File: config.mk
export PLATFORM = sky130hd
export DESIGN_NAME = pt8211_sample_sched_flat
export DESIGN_NICKNAME = d
export VERILOG_FILES = /design/src/rtl/pt8211_sample_sched_if.sv /design/src/rtl/pt8211_sample_sched.sv /design/src/flat_wrapper.sv
export SDC_FILE = /design/constraint.sdc
export NUM_CORES = 1
export LEC_CHECK = 0
export CORE_UTILIZATION = 56
export DETAILED_ROUTE_END_ITERATION = 16
export GPL_TIMING_DRIVEN = 0
export PLACE_DENSITY = 0.84
export SYNTH_ARGS = -nofsm -noshare
export SYNTH_HDL_FRONTEND = slang
export SYNTH_SLANG_ARGS = --single-unit
File: constraint.sdc
create_clock -name clk_1p536m -period 3 [get_ports clk_1p536m]
set_input_delay 0.6 -clock clk_1p536m [delete_from_list [all_inputs] [get_ports clk_1p536m]]
set_output_delay 0.6 -clock clk_1p536m [all_outputs]
set_load 0.05 [all_outputs]
File: src/rtl/pt8211_sample_sched_if.sv
// Serializer request/data, stream FIFO and beep source signals of the PT8211 sample scheduler.
// Latency: wires only; timing is set by the scheduler that uses the slave modport.
// Backpressure: none here; s_rd and b_ack are one-cycle consume strobes back to the producers.
//
// Signals:
//   drv_req   serializer channel request pulse      drv_data  registered 16-bit sample to serializer
//   ch_right  channel of the last served request    s_empty   stream FIFO empty (FWFT)
//   s_data    FIFO head {L[31:16], R[15:0]}         s_rd      FIFO read strobe
//   b_valid   beep sample available                 b_data    mono beep sample
//   b_ack     beep sample consumed
// master: serializer and producers side. slave: scheduler side.
interface pt8211_sample_sched_if;
  logic        drv_req;
  logic [15:0] drv_data;
  logic        ch_right;
  logic        s_empty;
  logic [31:0] s_data;
  logic        s_rd;
  logic        b_valid;
  logic [15:0] b_data;
  logic        b_ack;

  modport master (
    output drv_req, s_empty, s_data, b_valid, b_data,
    input  drv_data, ch_right, s_rd, b_ack
  );

  modport slave (
    input  drv_req, s_empty, s_data, b_valid, b_data,
    output drv_data, ch_right, s_rd, b_ack
  );
endinterface

File: src/rtl/pt8211_sample_sched.sv
// Sample scheduler and stream/beep source arbiter in front of the PT8211 serializer, with volume and mute.
// Latency: drv_data is registered on the drv_req edge and is valid from the next cycle until the next drv_req.
// Backpressure: none; a source is consumed (s_rd / b_ack) only on a left-channel request, at most once per frame.
//
// Ports:
//   clk_1p536m, rst_n      bit clock; asynchronous active-low reset
//   enable                 0 = silence from the next frame start
//   vol                    arithmetic right-shift attenuation, latched at frame start
//   clr_stat               synchronous clear of underrun / underrun_cnt
//   bus                    serializer, stream FIFO and beep signals (slave modport)
//   src                    active source: 0 none, 1 stream, 2 beep
//   underrun, underrun_cnt sticky underrun flag and saturating event count
module pt8211_sample_sched #(
  parameter int VOL_W  = 4,
  parameter int UCNT_W = 16
) (
  input  logic                      clk_1p536m,
  input  logic                      rst_n,
  input  logic                      enable,
  input  logic [VOL_W-1:0]          vol,
  input  logic                      clr_stat,
  pt8211_sample_sched_if.slave      bus,
  output logic [1:0]                src,
  output logic                      underrun,
  output logic [UCNT_W-1:0]         underrun_cnt
);

  typedef enum logic [1:0] {
    SRC_NONE   = 2'd0,
    SRC_STREAM = 2'd1,
    SRC_BEEP   = 2'd2
  } src_e;

  src_e               src_q, src_d;
  logic               ch_right_q, ch_right_d;
  logic [15:0]        drv_data_q, drv_data_d;
  logic signed [15:0] right_q, right_d;
  logic [VOL_W-1:0]   vol_q, vol_d;
  logic               underrun_q, underrun_d;
  logic [UCNT_W-1:0]  underrun_cnt_q, underrun_cnt_d;

  logic               frame_start;
  logic               underrun_ev;
  logic               s_rd_c;
  logic               b_ack_c;
  logic signed [15:0] left_c;

  // ch_right_q holds the channel just served, so a request while it is 1 is the left half of a new frame.
  assign frame_start = bus.drv_req & ch_right_q;

  always_ff @(posedge clk_1p536m or negedge rst_n) begin
    if (!rst_n) begin
      src_q          <= SRC_NONE;
      ch_right_q     <= 1'b1;
      drv_data_q     <= '0;
      right_q        <= '0;
      vol_q          <= '0;
      underrun_q     <= 1'b0;
      underrun_cnt_q <= '0;
    end else begin
      src_q          <= src_d;
      ch_right_q     <= ch_right_d;
      drv_data_q     <= drv_data_d;
      right_q        <= right_d;
      vol_q          <= vol_d;
      underrun_q     <= underrun_d;
      underrun_cnt_q <= underrun_cnt_d;
    end
  end

  always_comb begin
    src_d       = src_q;
    ch_right_d  = ch_right_q;
    drv_data_d  = drv_data_q;
    right_d     = right_q;
    vol_d       = vol_q;
    underrun_ev = 1'b0;
    s_rd_c      = 1'b0;
    b_ack_c     = 1'b0;
    left_c      = '0;

    if (bus.drv_req) begin
      ch_right_d = ~ch_right_q;
    end

    if (frame_start) begin
      vol_d = vol;
      if (!enable) begin
        src_d = SRC_NONE;
      end else if (bus.b_valid) begin
        src_d = SRC_BEEP;
      end else if (!bus.s_empty) begin
        src_d = SRC_STREAM;
      end else begin
        // Only a stream that ran dry counts; staying idle is not an underrun.
        underrun_ev = (src_q == SRC_STREAM);
        src_d       = SRC_NONE;
      end

      case (src_d)
        SRC_STREAM: begin
          s_rd_c  = 1'b1;
          left_c  = bus.s_data[31:16];
          right_d = bus.s_data[15:0];
        end
        SRC_BEEP: begin
          b_ack_c = 1'b1;
          left_c  = bus.b_data;
          right_d = bus.b_data;
        end
        default: begin
          left_c  = '0;
          right_d = '0;
        end
      endcase
      // The left sample uses the freshly latched shift so both halves of the frame match.
      drv_data_d = left_c >>> vol;
    end else if (bus.drv_req) begin
      drv_data_d = right_q >>> vol_q;
    end
  end

  always_comb begin
    underrun_d     = underrun_q;
    underrun_cnt_d = underrun_cnt_q;
    if (clr_stat) begin
      underrun_d     = 1'b0;
      underrun_cnt_d = '0;
    end else if (underrun_ev) begin
      underrun_d = 1'b1;
      if (underrun_cnt_q != {UCNT_W{1'b1}}) begin
        underrun_cnt_d = underrun_cnt_q + 1'b1;
      end
    end
  end

  assign bus.drv_data  = drv_data_q;
  assign bus.ch_right  = ch_right_q;
  assign bus.s_rd      = s_rd_c;
  assign bus.b_ack     = b_ack_c;
  assign src           = src_q;
  assign underrun      = underrun_q;
  assign underrun_cnt  = underrun_cnt_q;

endmodule

File: src/flat_wrapper.sv
// flat-port wrapper written by rule: the top's interface ports become plain ports
module pt8211_sample_sched_flat 
#(
  parameter int VOL_W  = 4,
  parameter int UCNT_W = 16
)
  (clk_1p536m, rst_n, enable, vol, clr_stat, src, underrun, underrun_cnt, bus_drv_req, bus_s_empty, bus_s_data, bus_b_valid, bus_b_data, bus_drv_data, bus_ch_right, bus_s_rd, bus_b_ack);
  pt8211_sample_sched_if bus_i ();
  input  logic clk_1p536m;
  input  logic rst_n;
  input  logic enable;
  input  logic [VOL_W-1:0] vol;
  input  logic clr_stat;
  output logic [1:0] src;
  output logic underrun;
  output logic [UCNT_W-1:0] underrun_cnt;
  input wire logic [$bits(bus_i.drv_req)-1:0] bus_drv_req;
  input wire logic [$bits(bus_i.s_empty)-1:0] bus_s_empty;
  input wire logic [$bits(bus_i.s_data)-1:0] bus_s_data;
  input wire logic [$bits(bus_i.b_valid)-1:0] bus_b_valid;
  input wire logic [$bits(bus_i.b_data)-1:0] bus_b_data;
  output wire logic [$bits(bus_i.drv_data)-1:0] bus_drv_data;
  output wire logic [$bits(bus_i.ch_right)-1:0] bus_ch_right;
  output wire logic [$bits(bus_i.s_rd)-1:0] bus_s_rd;
  output wire logic [$bits(bus_i.b_ack)-1:0] bus_b_ack;
  assign bus_i.drv_req = bus_drv_req;
  assign bus_i.s_empty = bus_s_empty;
  assign bus_i.s_data = bus_s_data;
  assign bus_i.b_valid = bus_b_valid;
  assign bus_i.b_data = bus_b_data;
  assign bus_drv_data = bus_i.drv_data;
  assign bus_ch_right = bus_i.ch_right;
  assign bus_s_rd = bus_i.s_rd;
  assign bus_b_ack = bus_i.b_ack;
  pt8211_sample_sched #(.VOL_W(VOL_W), .UCNT_W(UCNT_W)) u_core (.clk_1p536m(clk_1p536m), .rst_n(rst_n), .enable(enable), .vol(vol), .clr_stat(clr_stat), .bus(bus_i), .src(src), .underrun(underrun), .underrun_cnt(underrun_cnt));
endmodule
# Word-level counts from Yosys, hierarchy flattened
# Index checks and enable logic that the tools add are counted.
# totals
out_inout_bits,38
register_bits,56
# classes
add_sub_neg,1
eq_ne,4
mux,22
n_reduce_logical,4
n_bitwise,2
shifts,2
# op_table
op,n
16-bit two-way mux,6
16-bit one-hot mux with 2 select lines,2
16-bit by 4-bit >>> shifter with 16-bit output,2
"16-bit by 1-bit adder with 16-bit output, second input constant",1
"16-bit != test, second input constant",1
1-bit two-way mux,11
2-bit two-way mux,3
2-bit nonzero test,3
"2-bit by 1-bit == test with 1-bit output, second input constant",2
"2-bit == test, second input constant",1
2-bit AND reduction,1
1-bit AND,1
1-bit NOT,1

# Longest topological paths before layout
# Gate-level depths: netlist of the first run.
# depth
word_depth,9
mapped_depth,9

# Worst setup path before layout of the first run
# No wires, ideal clock.
# synth_timing
path_kind,input to output
from,input port bus_b_valid
to,output port bus_s_rd
required_time_ps,2400
n_path_buf,3
arrival_time_ps,1739
stages,5
slack_ps,661
cell_sequence,buf_6 > buf_2 > nor3b_1 > buf_2 > and2_1
# synth_via
elab_chain_cells,6
# synth_lines
item,line,source
"start, declared",flat_wrapper.sv:20,input wire logic [$bits(bus_i.b_valid)-1:0] bus_b_valid;
2-bit two-way mux,pt8211_sample_sched.sv:90,end else if (bus.b_valid) begin
2-bit two-way mux,pt8211_sample_sched.sv:88,if (!enable) begin
2-bit two-way mux,pt8211_sample_sched.sv:86,if (frame_start) begin
2-bit by 1-bit == test with 1-bit output,pt8211_sample_sched.sv:100,case (src_d)
1-bit two-way mux,pt8211_sample_sched.sv:100,
1-bit two-way mux,pt8211_sample_sched.sv:86,
"end, declared",flat_wrapper.sv:24,output wire logic [$bits(bus_i.s_rd)-1:0] bus_s_rd;
# Every way passes these cells. The select of a mux whose other input is x is not followed.

# Worst setup path after layout of the first run
# layout_timing
from,input port bus_s_empty
to,output port bus_s_rd
# layout_via
elab_chain_cells,7
# layout_lines
item,line,source
"start, declared",flat_wrapper.sv:18,input wire logic [$bits(bus_i.s_empty)-1:0] bus_s_empty;
1-bit two-way mux,pt8211_sample_sched.sv:92,end else if (!bus.s_empty) begin
2-bit two-way mux,pt8211_sample_sched.sv:90,
2-bit two-way mux,pt8211_sample_sched.sv:88,
2-bit two-way mux,pt8211_sample_sched.sv:86,
2-bit by 1-bit == test with 1-bit output,pt8211_sample_sched.sv:100,
1-bit two-way mux,pt8211_sample_sched.sv:100,
1-bit two-way mux,pt8211_sample_sched.sv:86,
# Every way passes these cells. The select of a mux whose other input is x is not followed.

==> out/results.tsv, run 1 <==
stage	metric	value	unit
synthesis	synthesis.instances	515	
sta	final.setup.tns	0	ns
clock_network	numCtsBuffers	5	
drt	drc	0	
global_routing	grt_usage	36.7	%
synthesis	syn-cell-area	4340	um^2
synthesis	ys.flop_type	dfrtp_1	
critical_path	critical_path.top_delay_family	buffers and inverters	
synthesis	synth_cell_types	67	
placement	io_buffers	88	
synthesis	synth_top_cell_area_share	31.7	%
sta	post-route-period-util	96.1	%
drt	final_antenna_net_count	0	
floorplan	ioPinCount	97	
final_layout	area_growth	25.6	%
drt	drt-vias-per-instance	6.63	
placement	dp_hpwl	11500	um
global_routing	grt_antenna_before_repair	0	
clock_network	clk_path_buf_depth	2	
synthesis	synth_edf_count	0	
floorplan	die_area	8110	um^2
sta	hold_viol	0	
clock_network	clock_latency	0.32	ns
final_layout	n_antenna_cell	0	
critical_path	critPathMaxStageDelay	0.52	ns
job	cap_violations	0	
placement	place_area	5360	um^2
pwr	leakage	0.00218	uW
critical_path	crit_required	2.40	ns
critical_path	critPathArrivalTime	2.28	ns
synthesis	synth_nets	575	
sta	setup-violations-final	0	
drt	post_drt_wl_per_cell	20.7	um
drt	dr.pass1.iters	6	
clock_network	htree_levels	2	
drt	vias	4711	
sta	relSlewSlack	38.8	%
worst_hold_path	hold_path.class	in -> async	
floorplan	core_area	7370	um^2
final_layout	final_nets	671	
floorplan	fp-row-count	31	
sta	worstMarginPinSlew	0.914	ns
floorplan	die_w	90.1	um
drt	drtIter0Drc	492	
synthesis	synth.area.top_cells	dfrtp_1 32%, nor2_1 7.3%, mux2i_1 5.8%	
pwr	ir_worst_vdd	0.000375	V
synthesis	synth.yosys.seq_area_share	32.3	%
sta	fin_crit	2.88	ns
critical_path	cp.buffers_inverters	4	
critical_path	crit_type	in -> out	
critical_path	cp_cell_sequence	clkdlybuf4s50_1 > buf_2 > nor3b_1 > buf_4 > and2_1 > clkbuf_4	
sta	hold_slack	0.241	ns
sta	rsz0062_at_grt	no	
synthesis	ys_ff_latch	56	
clock_network	cts_tree	yes	
global_routing	grt_start_max_net_pins	35	
synthesis	synth_area_per_cell	8.44	um^2
global_routing	grt_pass1_vias	4539	
synthesis	yosysTopAreaCell	dfrtp_1	
synthesis	async_flop_share	100	%
final_layout	postLayoutCellArea	5460	um^2
floorplan	initial_core_util	58.9	%
critical_path	crit_fanout	10	
clock_network	clkTransAtPathRegs	0.11	ns
sta	fmax	0.347	GHz
sta	maxSlewViolCount	0	
clock_network	clock-sinks	56	
global_routing	grt-ovfl-total	0	
critical_path	r2r_slack	0.60	ns
status	status	completed	
synthesis	yosys_warnings	0	
clock_network	hold_buffers	0	
global_routing	grt_pass1_wl	23500	um
clock_network	post_cts_buffers	0	
sta	finalClockSkew	0.0158	ns
critical_path	worstSetupEndpointType	primary output	
final_layout	drive_gt1_share	9.64	%
clock_network	root_buffer	clkbuf_8	
floorplan	fp.dieH	90.1	um
pwr	power_density	815	nW/um^2
placement	place_congestion	1.01	
critical_path	critPathSlowestCell	clkdlybuf4s50_1	
drt	wirelength	14700	um
critical_path	start_kind	primary input	
-- final timing paths --
path                                                  start                                 end  cells after the start
worst max register to register  u_core.vol_q[1]$_DFFE_PN0P_  u_core.bus.drv_data[3]$_DFFE_PN0P_                      7
min in group clk_1p536m         u_core.underrun$_DFFE_PN0P_         u_core.underrun$_DFFE_PN0P_                      2
worst min-delay path                                  rst_n      u_core.right_q[10]$_DFFE_PN0P_                      1
max in group asynchronous                             rst_n     u_core.bus.ch_right$_DFFE_PN1P_                      2
worst min register to register  u_core.underrun$_DFFE_PN0P_         u_core.underrun$_DFFE_PN0P_                      2
worst max-delay path                            bus_s_empty                            bus_s_rd                      6
-- cell usage in the layout, fill, tap and decap left out, types with 4 or more instances in the layout --
master and count:
clkdlybuf4s50_1 85, nor2_1 83, dfrtp_1 55, nand2_1 46
a21oi_1 30, clkbuf_1 27, mux2i_1 25, a221oi_1 23
o21ai_0 16, buf_2 13, mux2_2 10, mux4_2 10
and2_1 9, nand3_1 9, xor2_1 9, inv_1 8
o211ai_1 8, a22oi_1 8, nand2b_1 7, o22ai_1 7
a31oi_1 6, or3b_1 6, a32oi_1 5, clkbuf_8 5
nor3b_1 4, buf_1 4, nor2b_1 4, a21o_1 4
nand3b_1 4, nand4_1 4, or3_1 4
-- registers in the layout, indices dropped and copies added (netlist names) --
signal	cells
u_core.bus.ch_right	1
u_core.bus.drv_data	16
u_core.right_q	16
u_core.src	2
u_core.underrun	1
u_core.underrun_cnt	16
u_core.vol_q	4
-- metal layers --
metal	vias up	global-route usage, %	share of wire, %
met4	0	19.6	4.7
met2	302	60.6	48
li1	2098	-	-
met1	2252	47.4	39
met5	-	0	0
met3	59	3.98	7.6
-- per-stage QoR --
| stage | setup slack [ns] | instances | util (%) | power, uW |
|---|---|---|---|---|
| final | 0.117 | 711 | 74.0 | 4440 |
| after global routing | 0.0145 | 711 | 74.0 | 4660 |
| after CTS | 0.0490 | 711 | 74.0 | 4390 |
| after detailed placement | -0.499 | 703 | 72.8 | 3950 |
| after global placement | -0.463 | 702 | 72.6 | 3870 |
| after floorplan | 0.661 | 515 | - | 3090 |
-- power breakdown --
| part | switching, uW | internal (uW) |
|---|---|---|
| logic | 1700 | 1080 |
| registers | 216 | 1020 |
| clock network | 268 | 168 |
| total | 2180 | 2260 |
-- synthesized netlist by cell type (4+ instances only) --
| cell type | instances |
|---|---|
| o21ai_0 | 16 |
| a221oi_1 | 23 |
| or3_1 | 4 |
| a31oi_1 | 6 |
| nand3b_1 | 4 |
| inv_1 | 8 |
| dfrtp_1 | 55 |
| and2_1 | 9 |
| o211ai_1 | 8 |
| nand4_1 | 4 |
| buf_1 | 4 |
| mux4_2 | 10 |
| mux2_2 | 10 |
| a21oi_1 | 30 |
| nand2_1 | 46 |
| o22ai_1 | 7 |
| clkbuf_1 | 27 |
| nand2b_1 | 7 |
| a22oi_1 | 8 |
| nand3_1 | 9 |
| nor2_1 | 84 |
| nor3b_1 | 4 |
| a32oi_1 | 5 |
| or3b_1 | 6 |
| mux2i_1 | 25 |
| nor2b_1 | 4 |
| buf_2 | 13 |
| a21o_1 | 4 |
| xor2_1 | 9 |
-- cell type report --
| type | count | area [um^2] |
|---|---|---|
| plain buffers | 45 | 195 |
| clock buffers | 5 | 68.8 |
| clock inverters | 3 | 22.5 |
| fillers | 581 | 1910 |
| inverters | 13 | 48.8 |
| multi-input cells | 401 | 2700 |
| flip-flops and latches | 56 | 1400 |
| well taps | 99 | 124 |
| repair buffers | 89 | 892 |
-- kinds of logic after synthesis --
logic type,count (synthesis),synth area share [%]
AO/OA/AOI/OAI,152,25.4
XOR/XNOR,12,2.42
adder cells (fa/ha/maj),1,0.288
buffers and inverters,58,5.56
flip-flops,56,32.3
multiplexers,45,13.5
AND/OR/NAND/NOR,191,20.5
-- timing repair --
item	4_1_cts	5_1_grt
endpoints found under the setup margin	2	1
cloned	0	0
resized for setup	7	3
(Power assumes the default switching activity.)
==> run 2, diff against run 1 <==
GPL_TIMING_DRIVEN = not set   (was 0)
==> run 2 against run 1 <==
Worst setup slack better by 0.036 ns; global-route usage fell by 0.25 points; die area stayed put; non-clock buffer count is 6 lower; register-to-register slack got worse by 0.22 ns; clock skew fell by 0.0028 ns; largest cell class unchanged; largest power group unchanged; highest routed layer unchanged.
==> out/results.tsv, run 2 (same netlist as run 1, synthesis figures left out) <==
stage	metric	value	unit
global_routing	grt-ovfl-total	0	
floorplan	die_area	8110	um^2
floorplan	fp.dieH	90.1	um
final_layout	area_growth	29.0	%
drt	dr.pass1.iters	6	
placement	dp_hpwl	11400	um
sta	finalClockSkew	0.0130	ns
critical_path	crit_required	2.40	ns
sta	setup-violations-final	0	
global_routing	grt_pass1_vias	4518	
pwr	switching_share	48.9	%
critical_path	cp_common_cell	buf_12	
final_layout	postLayoutCellArea	5610	um^2
global_routing	grt_pass1_wl	23400	um
sta	hold_slack	0.261	ns
placement	place_congestion	1.07	
drt	post_drt_wl_per_cell	20.5	um
clock_network	hold_buffers	0	
global_routing	grt_start_max_net_pins	33	
final_layout	final_nets	665	
drt	final_antenna_net_count	0	
sta	rsz0062_at_grt	no	
clock_network	clkTransAtPathRegs	0.11	ns
pwr	p_sw	2170	uW
placement	place_area	5510	um^2
pwr	ir_worst_vdd	0.000337	V
sta	final.setup.tns	0	ns
sta	fmax	0.351	GHz
final_layout	final_common_cell	clkdlybuf4s50_1	
pwr	p_seq_share	31.4	%
critical_path	crit_fanout	19	
floorplan	core_area	7370	um^2
critical_path	start_kind	primary input	
clock_network	clk_path_buf_depth	2	
clock_network	cts.repair.resized	0	
job	cap_violations	0	
critical_path	crit_type	in -> out	
sta	fin_crit	2.85	ns
worst_hold_path	hold_path.class	in -> async	
sta	relSlewSlack	50.8	%
global_routing	grt_usage	36.4	%
clock_network	clock_latency	0.32	ns
pwr	leakage	0.00227	uW
drt	vias	4661	
clock_network	numCtsBuffers	5	
final_layout	drive_gt1_share	12.7	%
floorplan	die_w	90.1	um
clock_network	htree_levels	2	
pwr	finalPower	4450	uW
critical_path	critPathArrivalTime	2.25	ns
drt	drt-vias-per-instance	6.61	
sta	setup_ws	0.154	ns
final_layout	mostFrequentLayoutCells	93 x clkdlybuf4s50_1, 84 x nor2_1, 55 x dfrtp_1	
critical_path	cp_cell_sequence	clkdlybuf4s50_1 > buf_12 > nor3b_2 > buf_4 > and2_1 > buf_12	
clock_network	post_cts_buffers	0	
clock_network	clock-sinks	56	
final_layout	n_antenna_cell	0	
critical_path	critPathSlowestCell	clkdlybuf4s50_1	
floorplan	ioPinCount	97	
sta	hold_viol	0	
pwr	clock_power_share	10.2	%
sta	maxSlewViolCount	0	
sta	worstMarginPinSlew	0.732	ns
floorplan	fp-row-count	31	
global_routing	grt_antenna_before_repair	0	
clock_network	root_buffer	clkbuf_8	
placement	io_buffers	96	
status	status	completed	
sta	post-route-period-util	94.9	%
pwr	power_density	794	nW/um^2
pwr	p_int	2280	uW
clock_network	cts_tree	yes	
placement	pre_cts_ws	0.0296	ns
drt	drc	0	
pwr	p_comb_share	58.4	%
drt	wirelength	14500	um
floorplan	initial_core_util	58.9	%
critical_path	worstSetupEndpointType	primary output	
drt	drtIter0Drc	454	
critical_path	critPathMaxStageDelay	0.57	ns
==> run 2: cell count changes in the layout (fill, tap and decap cells not counted), moves of 2 or more <==
cell             before  now
buf_12                1    3
buf_2                13    1
clkbuf_1             27    0
buf_4                 1   31
clkdlybuf4s50_1      85   93
buf_1                 4    0
==> run 2: path summary, 6_finish.rpt <==
path                                          startpoint                            endpoint  slack [ns]  cells past startpoint
hold / removal                                     rst_n      u_core.right_q[12]$_DFFE_PN0P_        0.26                      2
min in group clk_1p536m    u_core.right_q[0]$_DFFE_PN0P_       u_core.right_q[0]$_DFFE_PN0P_        0.53                      2
setup / recovery                             bus_b_valid                            bus_s_rd        0.15                      6
hold reg to reg            u_core.right_q[0]$_DFFE_PN0P_       u_core.right_q[0]$_DFFE_PN0P_        0.53                      2
setup reg to reg             u_core.vol_q[1]$_DFFE_PN0P_  u_core.bus.drv_data[0]$_DFFE_PN0P_        0.38                      5
max in group asynchronous                          rst_n     u_core.bus.ch_right$_DFFE_PN1P_        2.36                      2
==> run 2: through the flow <==
stage / utilization (%) / cells
2_1_floorplan: - / 515
3_3_place_gp: 74.8 / 697
3_5_place_dp: 74.8 / 697
4_1_cts: 76.1 / 705
5_1_grt: 76.1 / 705
6_report: 76.1 / 705
==> run 2: area by class of cell <==
cell class / instances / area, um^2
clock inverters: 3 / 27.5
clock buffers: 5 / 68.8
multi-input cells: 401 / 2710
well taps: 99 / 124
fillers: 580 / 1760
inverters: 13 / 48.8
flip-flops and latches: 56 / 1400
repair buffers: 128 / 1230
==> run 2: critical path: cells and delay by family <==
kind / cells / cell delay, ns
buffers and inverters: 4 / 1.16
and+or+nand+nor: 2 / 0.49
==> run 2: layer usage <==
layer / up-vias / share of wire, % / routed length (um) / global-route usage (%)
met5: - / 0 / 0 / 0
met1: 2204 / 39 / 5690 / 46.6
met2: 307 / 47 / 6830 / 59.4
met4: 0 / 5.7 / 830 / 21.1
met3: 61 / 7.7 / 1120 / 4.57
li1: 2089 / - / - / -
==> run 2: power by group through the flow <==
stage	Clock, uW	Sequential (uW)	Combinational [uW]
after CTS	453	1380	2560
after global routing	477	1430	2750
after detailed placement	0	1400	2560
after floorplan	0	1610	1480
after global placement	0	1370	2500
final	452	1400	2600
